**config.mk**
```make
export PLATFORM = sky130hd
export DESIGN_NAME = decode_stage
export DESIGN_NICKNAME = d
export VERILOG_FILES = /design/src/rtl/decode_stage_pkg.sv /design/src/rtl/decode_stage_imm_gen.sv /design/src/rtl/decode_stage.sv
export SDC_FILE = /design/constraint.sdc
export NUM_CORES = 1
export LEC_CHECK = 0
export CORE_MARGIN = 8
export CORE_UTILIZATION = 47
export CTS_CLUSTER_DIAMETER = 60
export CTS_CLUSTER_SIZE = 16
export DETAILED_ROUTE_END_ITERATION = 12
export GPL_ROUTABILITY_DRIVEN = 1
export PLACE_DENSITY = 0.95
export REMOVE_ABC_BUFFERS = 1
export SLEW_MARGIN = 15
export SYNTH_ARGS = -nofsm -noshare
export SYNTH_HDL_FRONTEND = slang
export SYNTH_SLANG_ARGS = --single-unit
```
**constraint.sdc**
```tcl
create_clock -name clk -period 2.6 [get_ports clk]
set_clock_uncertainty 0.05 [all_clocks]
set_input_delay 0.52 -clock clk [delete_from_list [all_inputs] [get_ports clk]]
set_output_delay 0.52 -clock clk [all_outputs]
set_load 0.01 [all_outputs]
```
**src/rtl/decode_stage_pkg.sv**
```systemverilog
// Shared types for the RV32I decode stage: ALU opcodes, operand selects,
// opcode constants and the registered decode bundle.
package decode_stage_pkg;

    typedef enum logic [3:0] {
        ALU_ADD  = 4'd0,
        ALU_SUB  = 4'd1,
        ALU_SLL  = 4'd2,
        ALU_SLT  = 4'd3,
        ALU_SLTU = 4'd4,
        ALU_XOR  = 4'd5,
        ALU_SRL  = 4'd6,
        ALU_SRA  = 4'd7,
        ALU_OR   = 4'd8,
        ALU_AND  = 4'd9
    } alu_op_t;

    typedef enum logic [1:0] {
        A_RS1  = 2'd0,
        A_PC   = 2'd1,
        A_ZERO = 2'd2
    } opsel_a_t;

    typedef enum logic [1:0] {
        B_RS2  = 2'd0,
        B_IMM  = 2'd1,
        B_FOUR = 2'd2
    } opsel_b_t;

    localparam logic [6:0] OPC_OP     = 7'b0110011;
    localparam logic [6:0] OPC_OP_IMM = 7'b0010011;
    localparam logic [6:0] OPC_LUI    = 7'b0110111;
    localparam logic [6:0] OPC_AUIPC  = 7'b0010111;
    localparam logic [6:0] OPC_LOAD   = 7'b0000011;
    localparam logic [6:0] OPC_STORE  = 7'b0100011;
    localparam logic [6:0] OPC_BRANCH = 7'b1100011;
    localparam logic [6:0] OPC_JAL    = 7'b1101111;
    localparam logic [6:0] OPC_JALR   = 7'b1100111;

    // All-zero value is the reset bundle: ALU_ADD, A_RS1, B_RS2, flags clear.
    typedef struct packed {
        alu_op_t    alu_op;
        opsel_a_t   a_sel;
        opsel_b_t   b_sel;
        logic [4:0] rs1;
        logic [4:0] rs2;
        logic [4:0] rd;
        logic       rd_we;
        logic       is_load;
        logic       is_store;
        logic       is_branch;
        logic       is_jump;
        logic [2:0] funct3;
        logic       illegal;
    } decode_bundle_t;

    // funct3 to ALU op for OP / OP-IMM; alt selects SUB or SRA.
    function automatic alu_op_t arith_op(input logic [2:0] f3, input logic alt);
        alu_op_t op;
        case (f3)
            3'b000:  op = alt ? ALU_SUB : ALU_ADD;
            3'b001:  op = ALU_SLL;
            3'b010:  op = ALU_SLT;
            3'b011:  op = ALU_SLTU;
            3'b100:  op = ALU_XOR;
            3'b101:  op = alt ? ALU_SRA : ALU_SRL;
            3'b110:  op = ALU_OR;
            default: op = ALU_AND;
        endcase
        return op;
    endfunction

endpackage

```
**src/rtl/decode_stage_imm_gen.sv**
```systemverilog
// Immediate extraction for the I/S/B/U/J formats, chosen by opcode and
// sign-extended to WIDTH. Formats without an immediate yield zero.
module imm_gen
    import decode_stage_pkg::*;
#(
    parameter int WIDTH = 32
) (
    input  logic [31:0]      instr,
    output logic [WIDTH-1:0] imm
);

    logic [31:0] imm32;

    always_comb begin
        imm32 = '0;
        case (instr[6:0])
            OPC_OP_IMM, OPC_LOAD, OPC_JALR:
                imm32 = {{20{instr[31]}}, instr[31:20]};
            OPC_STORE:
                imm32 = {{20{instr[31]}}, instr[31:25], instr[11:7]};
            OPC_BRANCH:
                imm32 = {{19{instr[31]}}, instr[31], instr[7], instr[30:25], instr[11:8], 1'b0};
            OPC_LUI, OPC_AUIPC:
                imm32 = {instr[31:12], 12'b0};
            OPC_JAL:
                imm32 = {{11{instr[31]}}, instr[31], instr[19:12], instr[20], instr[30:21], 1'b0};
            default:
                imm32 = '0;
        endcase
    end

    assign imm = WIDTH'($signed(imm32));

endmodule

```
**src/rtl/decode_stage.sv**
```systemverilog
// RV32I decode stage: combinational decode of the fetched word into a single
// output register toward execute, with valid/ready handshake and flush.
module decode_stage
    import decode_stage_pkg::*;
#(
    parameter int WIDTH = 32
) (
    input  logic             clk,
    input  logic             rst_n,
    input  logic             if_valid,
    output logic             if_ready,
    input  logic [31:0]      if_instr,
    input  logic [WIDTH-1:0] if_pc,
    input  logic             flush,
    output logic             ex_valid,
    input  logic             ex_ready,
    output alu_op_t          ex_alu_op,
    output logic [1:0]       ex_a_sel,
    output logic [1:0]       ex_b_sel,
    output logic [4:0]       ex_rs1,
    output logic [4:0]       ex_rs2,
    output logic [4:0]       ex_rd,
    output logic [WIDTH-1:0] ex_imm,
    output logic [WIDTH-1:0] ex_pc,
    output logic             ex_rd_we,
    output logic             ex_is_load,
    output logic             ex_is_store,
    output logic             ex_is_branch,
    output logic             ex_is_jump,
    output logic [2:0]       ex_funct3,
    output logic             ex_illegal
);

    decode_bundle_t   dec;
    decode_bundle_t   bundle_d, bundle_q;
    logic [WIDTH-1:0] imm_dec;
    logic [WIDTH-1:0] imm_d, imm_q;
    logic [WIDTH-1:0] pc_d, pc_q;
    logic             valid_d, valid_q;
    logic             legal;
    logic             writes;
    logic             accept;
    logic [6:0]       opc;
    logic [2:0]       f3;
    logic [6:0]       f7;

    assign opc = if_instr[6:0];
    assign f3  = if_instr[14:12];
    assign f7  = if_instr[31:25];

    imm_gen #(.WIDTH(WIDTH)) u_imm_gen (
        .instr (if_instr),
        .imm   (imm_dec)
    );

    always_comb begin
        dec        = '0;
        dec.rs1    = if_instr[19:15];
        dec.rs2    = if_instr[24:20];
        dec.rd     = if_instr[11:7];
        dec.funct3 = f3;
        dec.alu_op = ALU_ADD;
        dec.a_sel  = A_RS1;
        dec.b_sel  = B_RS2;
        legal      = 1'b0;
        writes     = 1'b0;
        case (opc)
            OPC_OP: begin
                legal      = (f7 == 7'h00) || (f7 == 7'h20 && (f3 == 3'b000 || f3 == 3'b101));
                dec.alu_op = arith_op(f3, f7[5]);
                writes     = 1'b1;
            end
            OPC_OP_IMM: begin
                case (f3)
                    3'b001:  legal = (f7 == 7'h00);
                    3'b101:  legal = (f7 == 7'h00) || (f7 == 7'h20);
                    default: legal = 1'b1;
                endcase
                // bit 30 is only an opcode modifier for shifts; for ADDI it is immediate
                dec.alu_op = arith_op(f3, (f3 == 3'b101) && f7[5]);
                dec.b_sel  = B_IMM;
                writes     = 1'b1;
            end
            OPC_LUI: begin
                legal     = 1'b1;
                dec.a_sel = A_ZERO;
                dec.b_sel = B_IMM;
                writes    = 1'b1;
            end
            OPC_AUIPC: begin
                legal     = 1'b1;
                dec.a_sel = A_PC;
                dec.b_sel = B_IMM;
                writes    = 1'b1;
            end
            OPC_LOAD: begin
                legal       = f3 inside {3'b000, 3'b001, 3'b010, 3'b100, 3'b101};
                dec.b_sel   = B_IMM;
                dec.is_load = 1'b1;
                writes      = 1'b1;
            end
            OPC_STORE: begin
                legal        = f3 inside {3'b000, 3'b001, 3'b010};
                dec.b_sel    = B_IMM;
                dec.is_store = 1'b1;
            end
            OPC_BRANCH: begin
                legal         = !(f3 inside {3'b010, 3'b011});
                dec.is_branch = 1'b1;
                case (f3[2:1])
                    2'b10:   dec.alu_op = ALU_SLT;
                    2'b11:   dec.alu_op = ALU_SLTU;
                    default: dec.alu_op = ALU_SUB;
                endcase
            end
            OPC_JAL, OPC_JALR: begin
                legal       = (opc == OPC_JAL) || (f3 == 3'b000);
                dec.a_sel   = A_PC;
                dec.b_sel   = B_FOUR;
                dec.is_jump = 1'b1;
                writes      = 1'b1;
            end
            default: legal = 1'b0;
        endcase
        dec.rd_we   = legal && writes && (dec.rd != 5'd0);
        dec.illegal = !legal;
        if (!legal) begin
            dec.alu_op    = ALU_ADD;
            dec.is_load   = 1'b0;
            dec.is_store  = 1'b0;
            dec.is_branch = 1'b0;
            dec.is_jump   = 1'b0;
        end
    end

    assign if_ready = !valid_q || ex_ready;
    assign accept   = if_valid && if_ready && !flush;

    always_comb begin
        valid_d  = valid_q && !ex_ready;
        bundle_d = bundle_q;
        imm_d    = imm_q;
        pc_d     = pc_q;
        if (accept) begin
            valid_d  = 1'b1;
            bundle_d = dec;
            imm_d    = imm_dec;
            pc_d     = if_pc;
        end
        if (flush) begin
            valid_d = 1'b0;
        end
    end

    always_ff @(posedge clk) begin
        if (!rst_n) begin
            valid_q  <= 1'b0;
            bundle_q <= '0;
            imm_q    <= '0;
            pc_q     <= '0;
        end else begin
            valid_q  <= valid_d;
            bundle_q <= bundle_d;
            imm_q    <= imm_d;
            pc_q     <= pc_d;
        end
    end

    assign ex_valid     = valid_q;
    assign ex_alu_op    = bundle_q.alu_op;
    assign ex_a_sel     = bundle_q.a_sel;
    assign ex_b_sel     = bundle_q.b_sel;
    assign ex_rs1       = bundle_q.rs1;
    assign ex_rs2       = bundle_q.rs2;
    assign ex_rd        = bundle_q.rd;
    assign ex_imm       = imm_q;
    assign ex_pc        = pc_q;
    assign ex_rd_we     = bundle_q.rd_we;
    assign ex_is_load   = bundle_q.is_load;
    assign ex_is_store  = bundle_q.is_store;
    assign ex_is_branch = bundle_q.is_branch;
    assign ex_is_jump   = bundle_q.is_jump;
    assign ex_funct3    = bundle_q.funct3;
    assign ex_illegal   = bundle_q.illegal;

endmodule

```
==> results.rst, run 1 <==
.. list-table::
   :header-rows: 1

   * - Metric
     - Value
   * - Result of the run
     - completed
   * - Diode insertion count for antenna repair
     - 0
   * - Ranking of synthesized cells by area
     - sky130_fd_sc_hd__dfxtp_1 (47%), sky130_fd_sc_hd__nand2_1 (14%), sky130_fd_sc_hd__a21boi_0 (11%)
   * - Worst-skew pair later-pin latency
     - 0.35 ns
   * - # fillers
     - 637
   * - Yosys warnings
     - 0
   * - Number of nets with antenna violations after detailed routing
     - 0
   * - IO Port Bufs
     - 166
   * - Crit-path cells
     - clkdlybuf4s50_1 > nor2b_1 > inv_1 > clkdlybuf4s50_1
   * - Buffers inserted during post-CTS setup optimization
     - 0
   * - Share of the yosys chip area belonging to registers
     - 47.2%
   * - Std-Cell Rows
     - 34
   * - Antenna violations before repair
     - 0
   * - FF-to-FF path depth
     - 6
   * - Count of final setup violators
     - 0
   * - Worst-path clk slew
     - 0.09 ns
   * - Post-synth cell types
     - 51
   * - Combined buffer and inverter count along the critical path
     - 3
   * - Clk network pwr share
     - 31.9%
   * - Critical path class
     - input port to output pin
   * - R2r setup slk
     - 0.78 ns
   * - Die area
     - 12000 µm²
   * - Final worst path period share
     - 90.0%
   * - Setup TNS Final
     - 0 ns
   * - Switching power as a share of total power
     - 26.7%
   * - Hold/Removal Path Class
     - flop to flop
   * - Clock tree from TritonCTS
     - built
   * - Source of the worst hold timing path
     - ex_rd_we$_SDFFE_PN0P_
   * - Htree depth
     - 3
   * - Initial standard-cell utilization of the core
     - 47.9%
   * - Comb pwr share
     - 15.2%
   * - Number of clock buffers inserted by TritonCTS
     - 9
   * - Arrival time of the worst setup path
     - 1.77 ns
   * - Average cell area after synthesis
     - 8.17 µm²
   * - First-pass GRT wire length
     - 20.6 mm
   * - Placer's final routability congestion estimate
     - 0.969
   * - Overall track demand over capacity in global routing
     - 21.3%
   * - Largest vdd supply drop
     - 0.367 mV
   * - Vias in the first global route
     - 4257
   * - Cell repeated most along the worst path
     - sky130_fd_sc_hd__clkdlybuf4s50_1
   * - Slowest library cell on the worst path
     - sky130_fd_sc_hd__clkdlybuf4s50_1
   * - Setup crit start kind
     - input port
   * - Crit path capture type
     - output pin
   * - Clock tree buffer depth
     - 2
   * - Peak per-stage delay on the critical path
     - 0.50 ns
   * - Largest net degree at the start of global routing
     - 36
   * - Chip Width
     - 110 µm
   * - Cell Area, Synth
     - 4120 µm²
   * - Worst hold path cell count
     - 2
   * - Vias
     - 4255
   * - Post-CTS Hold Fix Bufs
     - 0
   * - Post-Syn Instances
     - 504
   * - Unrepaired setup endpoints after global routing
     - no
   * - Internal power component
     - 2.14 mW
   * - Highest-count cells in the layout ignoring fill and taps
     - sky130_fd_sc_hd__clkdlybuf4s50_1 (165), sky130_fd_sc_hd__nand2_1 (149), sky130_fd_sc_hd__dfxtp_1 (97), sky130_fd_sc_hd__a21boi_0 (58), sky130_fd_sc_hd__o21ai_0 (42)
   * - Leading cell type in the layout, fill and taps excluded
     - sky130_fd_sc_hd__clkdlybuf4s50_1
   * - Slew at the pin closest to its max-slew limit
     - 0.445 ns
   * - Detailed-route wire length
     - 13.0 mm
   * - Number of optimization iterations in the first detailed-route pass
     - 5
   * - Total power divided by cell area
     - 479 nW/µm²
   * - Crit-path max FO
     - 3
   * - Max-slew headroom at the worst pin
     - 70.4%
   * - Post-synthesis cell type with the largest combined area
     - sky130_fd_sc_hd__dfxtp_1
   * - FF-to-FF Start
     - ex_valid$_SDFF_PP0_
   * - IO Count
     - 167
   * - Number of gates resized after CTS
     - 0
   * - Final #Nets
     - 734
   * - Total power
     - 2.92 mW
   * - Maximum capacitance violations
     - 0
   * - Endpoint of the worst hold-timing path
     - ex_rd_we$_SDFFE_PN0P_
   * - Area share of the leading cell type in the synthesized netlist
     - 47.2%
   * - Maximum clock rate
     - 428 MHz
   * - Clk Tree Root Cell
     - sky130_fd_sc_hd__clkbuf_8
   * - Wire length per cell
     - 16.7 µm
   * - Required time at the worst-slack endpoint
     - 2.03 ns
   * - Core region area
     - 8590 µm²
   * - Critical path's top delay family
     - buffers and inverters
   * - Proportion of power drawn by flip-flops and latches
     - 52.9%
   * - Max-slew violation count
     - 0
   * - Worst hold-check slack
     - 0.407 ns
   * - Total half-perimeter wirelength after legalization and detailed placement
     - 9.99 mm
   * - Vertical die dimension
     - 110 µm
   * - Net Sw Power
     - 0.782 mW
   * - Share of layout cells above drive strength 1
     - 7.16%
   * - Number of hold-slack violations in the final timing report
     - 0
   * - TritonCTS Sinks
     - 97
   * - Worst reg2reg path endpoint
     - ex_imm[23]$_SDFFE_PN0P_
   * - Global-route congestion overflow total
     - 0
   * - Number of storage elements in the synthesis netlist
     - 97
   * - DR DRC count
     - 0
   * - Crit path time final
     - 2.34 ns
   * - Growth of design area from synthesis to finish
     - 48.2%
   * - Pleak
     - 2.11 nW
   * - DR vias/cell
     - 5.47
   * - 1st-iter DRT viols
     - 248
## worst register-to-register path, cell delays in order, from the launching register on
cell	delay, ns
sky130_fd_sc_hd__dfxtp_1	0.32
sky130_fd_sc_hd__nor2b_1	0.16
sky130_fd_sc_hd__nor3b_2	0.20
sky130_fd_sc_hd__buf_4	0.24
sky130_fd_sc_hd__and2_1	0.38
sky130_fd_sc_hd__nand2b_4	0.18
sky130_fd_sc_hd__o21ai_0	0.22
## cell families after synthesis
logic type,Yosys count,synth area share [%]
compound gates,153,25.0
xor+xnor,1,0.213
buf+inv,46,5.04
flops,97,47.2
mux,1,0.273
simple gates,206,22.3
## per-layer routing
metal	GRT usage, %	wire [µm]
met1	23.9	4980
met2	35.9	6330
met3	6.57	1310
met4	10.7	392
met5	0	0
## state kept, by name, indices dropped and copies added, names as in the netlist, 3 cells and up
signal     flops
ex_rd          5
ex_imm        32
ex_pc         32
ex_rs1         5
ex_funct3      3
ex_alu_op      4
ex_rs2         5
## how the worst max path moves through the flow
stage	startpoint	slack, ns	to	depth (start not counted)
3_3_place_gp	if_instr[2]	0.1	ex_rd_we$_SDFFE_PN0P_	6
2_1_floorplan	ex_ready	-2.59	ex_alu_op[0]$_SDFFE_PN0P_	5
5_1_grt	ex_ready	0.20	if_ready	4
6_report	ex_ready	0.26	if_ready	4
3_5_place_dp	if_instr[5]	0.02	ex_imm[23]$_SDFFE_PN0P_	6
4_1_cts	ex_ready	0.26	if_ready	4
## power by group through the flow
stage	Combinational (mW)	Sequential [mW]	Clock (mW)
5_1_grt	0.480	1.55	1.01
3_5_place_dp	0.441	1.58	0
4_1_cts	0.444	1.55	0.942
6_report	0.445	1.55	0.931
2_1_floorplan	0.129	1.60	0
3_3_place_gp	0.429	1.58	0
## synth_stat cells, drive strengths merged
cell type	n
a2111oi	2
a211o	1
a211oi	3
a21boi	58
a21oi	20
a22oi	5
a311o	1
a31oi	1
a32oi	4
and2	3
and2b	2
and3	3
and4	1
and4b	1
buf	15
clkbuf	25
dfxtp	97
inv	6
mux2	1
nand2	150
nand2b	4
nand3	12
nand3b	1
nand4	3
nand4b	2
nand4bb	1
nor2	10
nor2b	2
nor3	4
nor3b	2
nor4	2
nor4b	1
o21a	8
o21ai	42
o22a	1
o2bb2ai	1
o31ai	5
o32ai	1
or2	1
or3	1
xor2	1
## area by class of cell
class / instances / area, µm² / area share (%)
clock buffer: 11 / 141 / 2.32
clock inverter: 5 / 38.8 / 0.636
sequential: 97 / 1940 / 31.8
multi-input combinational: 361 / 1970 / 32.3
tap: 108 / 135 / 2.21
inverter: 6 / 22.5 / 0.369
timing repair buffer: 190 / 1850 / 30.3
## stage by stage
step | cell area, µm² | utilization, % | worst slack (ns) | cells
2_1_floorplan | 3930 | - | -2.59 | 464
3_3_place_gp | 5920 | 68.9 | 0.0991 | 762
3_5_place_dp | 5920 | 68.9 | 0.0175 | 762
4_1_cts | 6100 | 71.0 | 0.260 | 778
5_1_grt | 6100 | 71.0 | 0.199 | 778
6_report | 6100 | 71.0 | 0.261 | 778
Power figures use the tool's default switching activity.
==> run 2: changes to the inputs <==
HOLD_SLACK_MARGIN = 0.15   (was default)
==> results of run 2 <==
Same layout as run 1: the final DEF is identical, and so are final timing and power.
==> run 3: changes to the inputs <==
clock period = 2.7 ns   (was 2.6 ns; I/O delays follow)
==> results.rst, run 3 (synthesis gave the netlist of run 1 again) <==
.. list-table::
   :header-rows: 1

   * - Metric
     - Value
   * - Largest net degree at the start of global routing
     - 40
   * - Source of the worst hold timing path
     - ex_is_jump$_SDFFE_PN0P_
   * - Max-slew violation count
     - 0
   * - Highest-count cells in the layout ignoring fill and taps
     - sky130_fd_sc_hd__clkdlybuf4s50_1 (165), sky130_fd_sc_hd__nand2_1 (149), sky130_fd_sc_hd__dfxtp_1 (97), sky130_fd_sc_hd__a21boi_0 (58), sky130_fd_sc_hd__o21ai_0 (42)
   * - Met2 track utilization from global routing
     - 37.2%
   * - Slew at the pin closest to its max-slew limit
     - 0.459 ns
   * - Final worst-path setup slack
     - 0.313 ns
   * - Overall track demand over capacity in global routing
     - 21.4%
   * - Wire length per cell
     - 16.7 µm
   * - Proportion of power drawn by flip-flops and latches
     - 50.8%
   * - Start point of the critical path
     - ex_ready
   * - Comb pwr share
     - 14.5%
   * - Core region area
     - 8590 µm²
   * - Buffers inserted during post-CTS setup optimization
     - 0
   * - Pleak
     - 2.13 nW
   * - Worst hold-check slack
     - 0.408 ns
   * - Std-Cell Rows
     - 34
   * - IO Count
     - 167
   * - Clock tree buffer depth
     - 2
   * - Switching power as a share of total power
     - 26.7%
   * - Crit-path max FO
     - 3
   * - Area used by sequential logic in the layout
     - 1940 µm²
   * - Number of nets with antenna violations after detailed routing
     - 0
   * - Net Sw Power
     - 0.783 mW
   * - Final worst path period share
     - 88.4%
   * - Crit path capture type
     - output pin
   * - Clk network pwr share
     - 34.7%
   * - Setup TNS Final
     - 0 ns
   * - Final #Nets
     - 734
   * - Placed Instance Area
     - 5910 µm²
   * - DR vias/cell
     - 5.32
   * - Growth of design area from synthesis to finish
     - 48.8%
   * - # fillers
     - 669
   * - Clock tree from TritonCTS
     - built
   * - Number of gates resized after CTS
     - 0
   * - Met3 GRT Util
     - 6.10%
   * - Total area of multi-input combinational cells
     - 1970 µm²
   * - Clk Tree Root Cell
     - sky130_fd_sc_hd__clkbuf_8
   * - Total power divided by cell area
     - 478 nW/µm²
   * - Cell repeated most along the worst path
     - sky130_fd_sc_hd__clkdlybuf4s50_1
   * - Antenna violations before repair
     - 0
   * - Grt peak-use layer
     - met2
   * - Result of the run
     - completed
   * - Number of hold-slack violations in the final timing report
     - 0
   * - Max-slew headroom at the worst pin
     - 69.1%
   * - Maximum clock rate
     - 419 MHz
   * - Final Core Density
     - 71.3%
   * - Vertical die dimension
     - 110 µm
   * - First-pass GRT wire length
     - 20.7 mm
   * - Arrival time of the worst setup path
     - 1.80 ns
   * - Detailed-route wire length
     - 13.0 mm
   * - Global-route congestion overflow total
     - 0
   * - 1st-iter DRT viols
     - 211
   * - Setup crit start kind
     - input port
   * - Initial standard-cell utilization of the core
     - 47.9%
   * - Vias
     - 4137
   * - Htree depth
     - 3
   * - DP Cell Count
     - 762
   * - Crit-path cells
     - clkdlybuf4s50_1 > nor2b_1 > inv_1 > clkdlybuf4s50_1
   * - Final instance area
     - 6130 µm²
   * - Slowest library cell on the worst path
     - sky130_fd_sc_hd__clkdlybuf4s50_1
   * - Worst-path clk slew
     - 0.09 ns
   * - Unrepaired setup endpoints after global routing
     - no
   * - Number of optimization iterations in the first detailed-route pass
     - 4
   * - Peak per-stage delay on the critical path
     - 0.51 ns
   * - Total power
     - 2.93 mW
   * - DR DRC count
     - 0
   * - Share of layout cells above drive strength 1
     - 7.31%
   * - Met1 usage
     - 24.5%
   * - Crit path time final
     - 2.39 ns
   * - Number of clock buffers inserted by TritonCTS
     - 9
   * - Diode insertion count for antenna repair
     - 0
   * - Required time at the worst-slack endpoint
     - 2.11 ns
   * - Vias in the first global route
     - 4230
   * - Leading cell type in the layout, fill and taps excluded
     - sky130_fd_sc_hd__clkdlybuf4s50_1
   * - IO Port Bufs
     - 166
   * - Critical path class
     - input port to output pin
   * - Dpl ws
     - 0.0453 ns
   * - Chip Width
     - 110 µm
   * - FF-to-FF Start
     - ex_valid$_SDFF_PP0_
   * - TritonCTS Sinks
     - 97
   * - Post-CTS Hold Fix Bufs
     - 0
   * - Total half-perimeter wirelength after legalization and detailed placement
     - 10.1 mm
   * - Internal power component
     - 2.15 mW
   * - Placer's final routability congestion estimate
     - 0.854
   * - Largest vdd supply drop
     - 0.378 mV
   * - Hold/Removal Path Class
     - flop to flop
   * - Number of standard cells in the layout, taps in and fillers out
     - 778
   * - Maximum capacitance violations
     - 0
   * - Count of final setup violators
     - 0
   * - Die area
     - 12000 µm²
   * - Worst-skew pair later-pin latency
     - 0.35 ns
==> run 3: cell types whose count changed in the layout (fill, tap and decap cells not counted) <==
cell	before	now
sky130_fd_sc_hd__inv_8	0	2
sky130_fd_sc_hd__clkinv_8	0	1
sky130_fd_sc_hd__buf_12	1	0
sky130_fd_sc_hd__buf_4	23	24
sky130_fd_sc_hd__clkinv_2	1	0
sky130_fd_sc_hd__clkbuf_1	1	0
sky130_fd_sc_hd__clkinvlp_4	1	0
sky130_fd_sc_hd__bufinv_16	0	1
sky130_fd_sc_hd__clkbuf_8	10	9
==> run 3: critical path: cells and delay by family <==
family                 cells  cell delay, ns
and+or+nand+nor            1            0.25
buffers and inverters      3            1.01
==> run 3: cell type report <==
| class | count | share of cell area, % |
|---|---|---|
| Inverter | 6 | 0.367 |
| Tap cell | 108 | 2.20 |
| Multi-Input combinational cell | 361 | 32.2 |
| Sequential cell | 97 | 31.7 |
| Timing Repair Buffer | 190 | 30.0 |
| Clock buffer | 9 | 2.02 |
| Clock inverter | 7 | 1.55 |
==> run 3: power by group through the flow <==
stage / Combinational (mW) / Clock (mW) / Sequential (mW)
finish: 0.424 / 1.02 / 1.49
global route: 0.459 / 1.10 / 1.50
CTS: 0.426 / 1.04 / 1.49
detailed placement: 0.423 / 0 / 1.52
global placement: 0.414 / 0 / 1.52
floorplan: 0.124 / 0 / 1.54
==> run 3: path summary, 6_finish.rpt <==
kind	to	slack (ns)	cells past startpoint
worst max-delay path	if_ready	0.31	4
worst min-delay path	ex_is_jump$_SDFFE_PN0P_	0.41	2
worst max register to register	ex_pc[14]$_SDFFE_PN0P_	0.88	6
worst min register to register	ex_is_jump$_SDFFE_PN0P_	0.41	2
==> run 3: metal layers <==
layer | share of wire, % | up-vias
met5 | 0 | -
met4 | 1.8 | 0
met3 | 8.4 | 20
met2 | 50 | 154
met1 | 40 | 1924
li1 | - | 2039
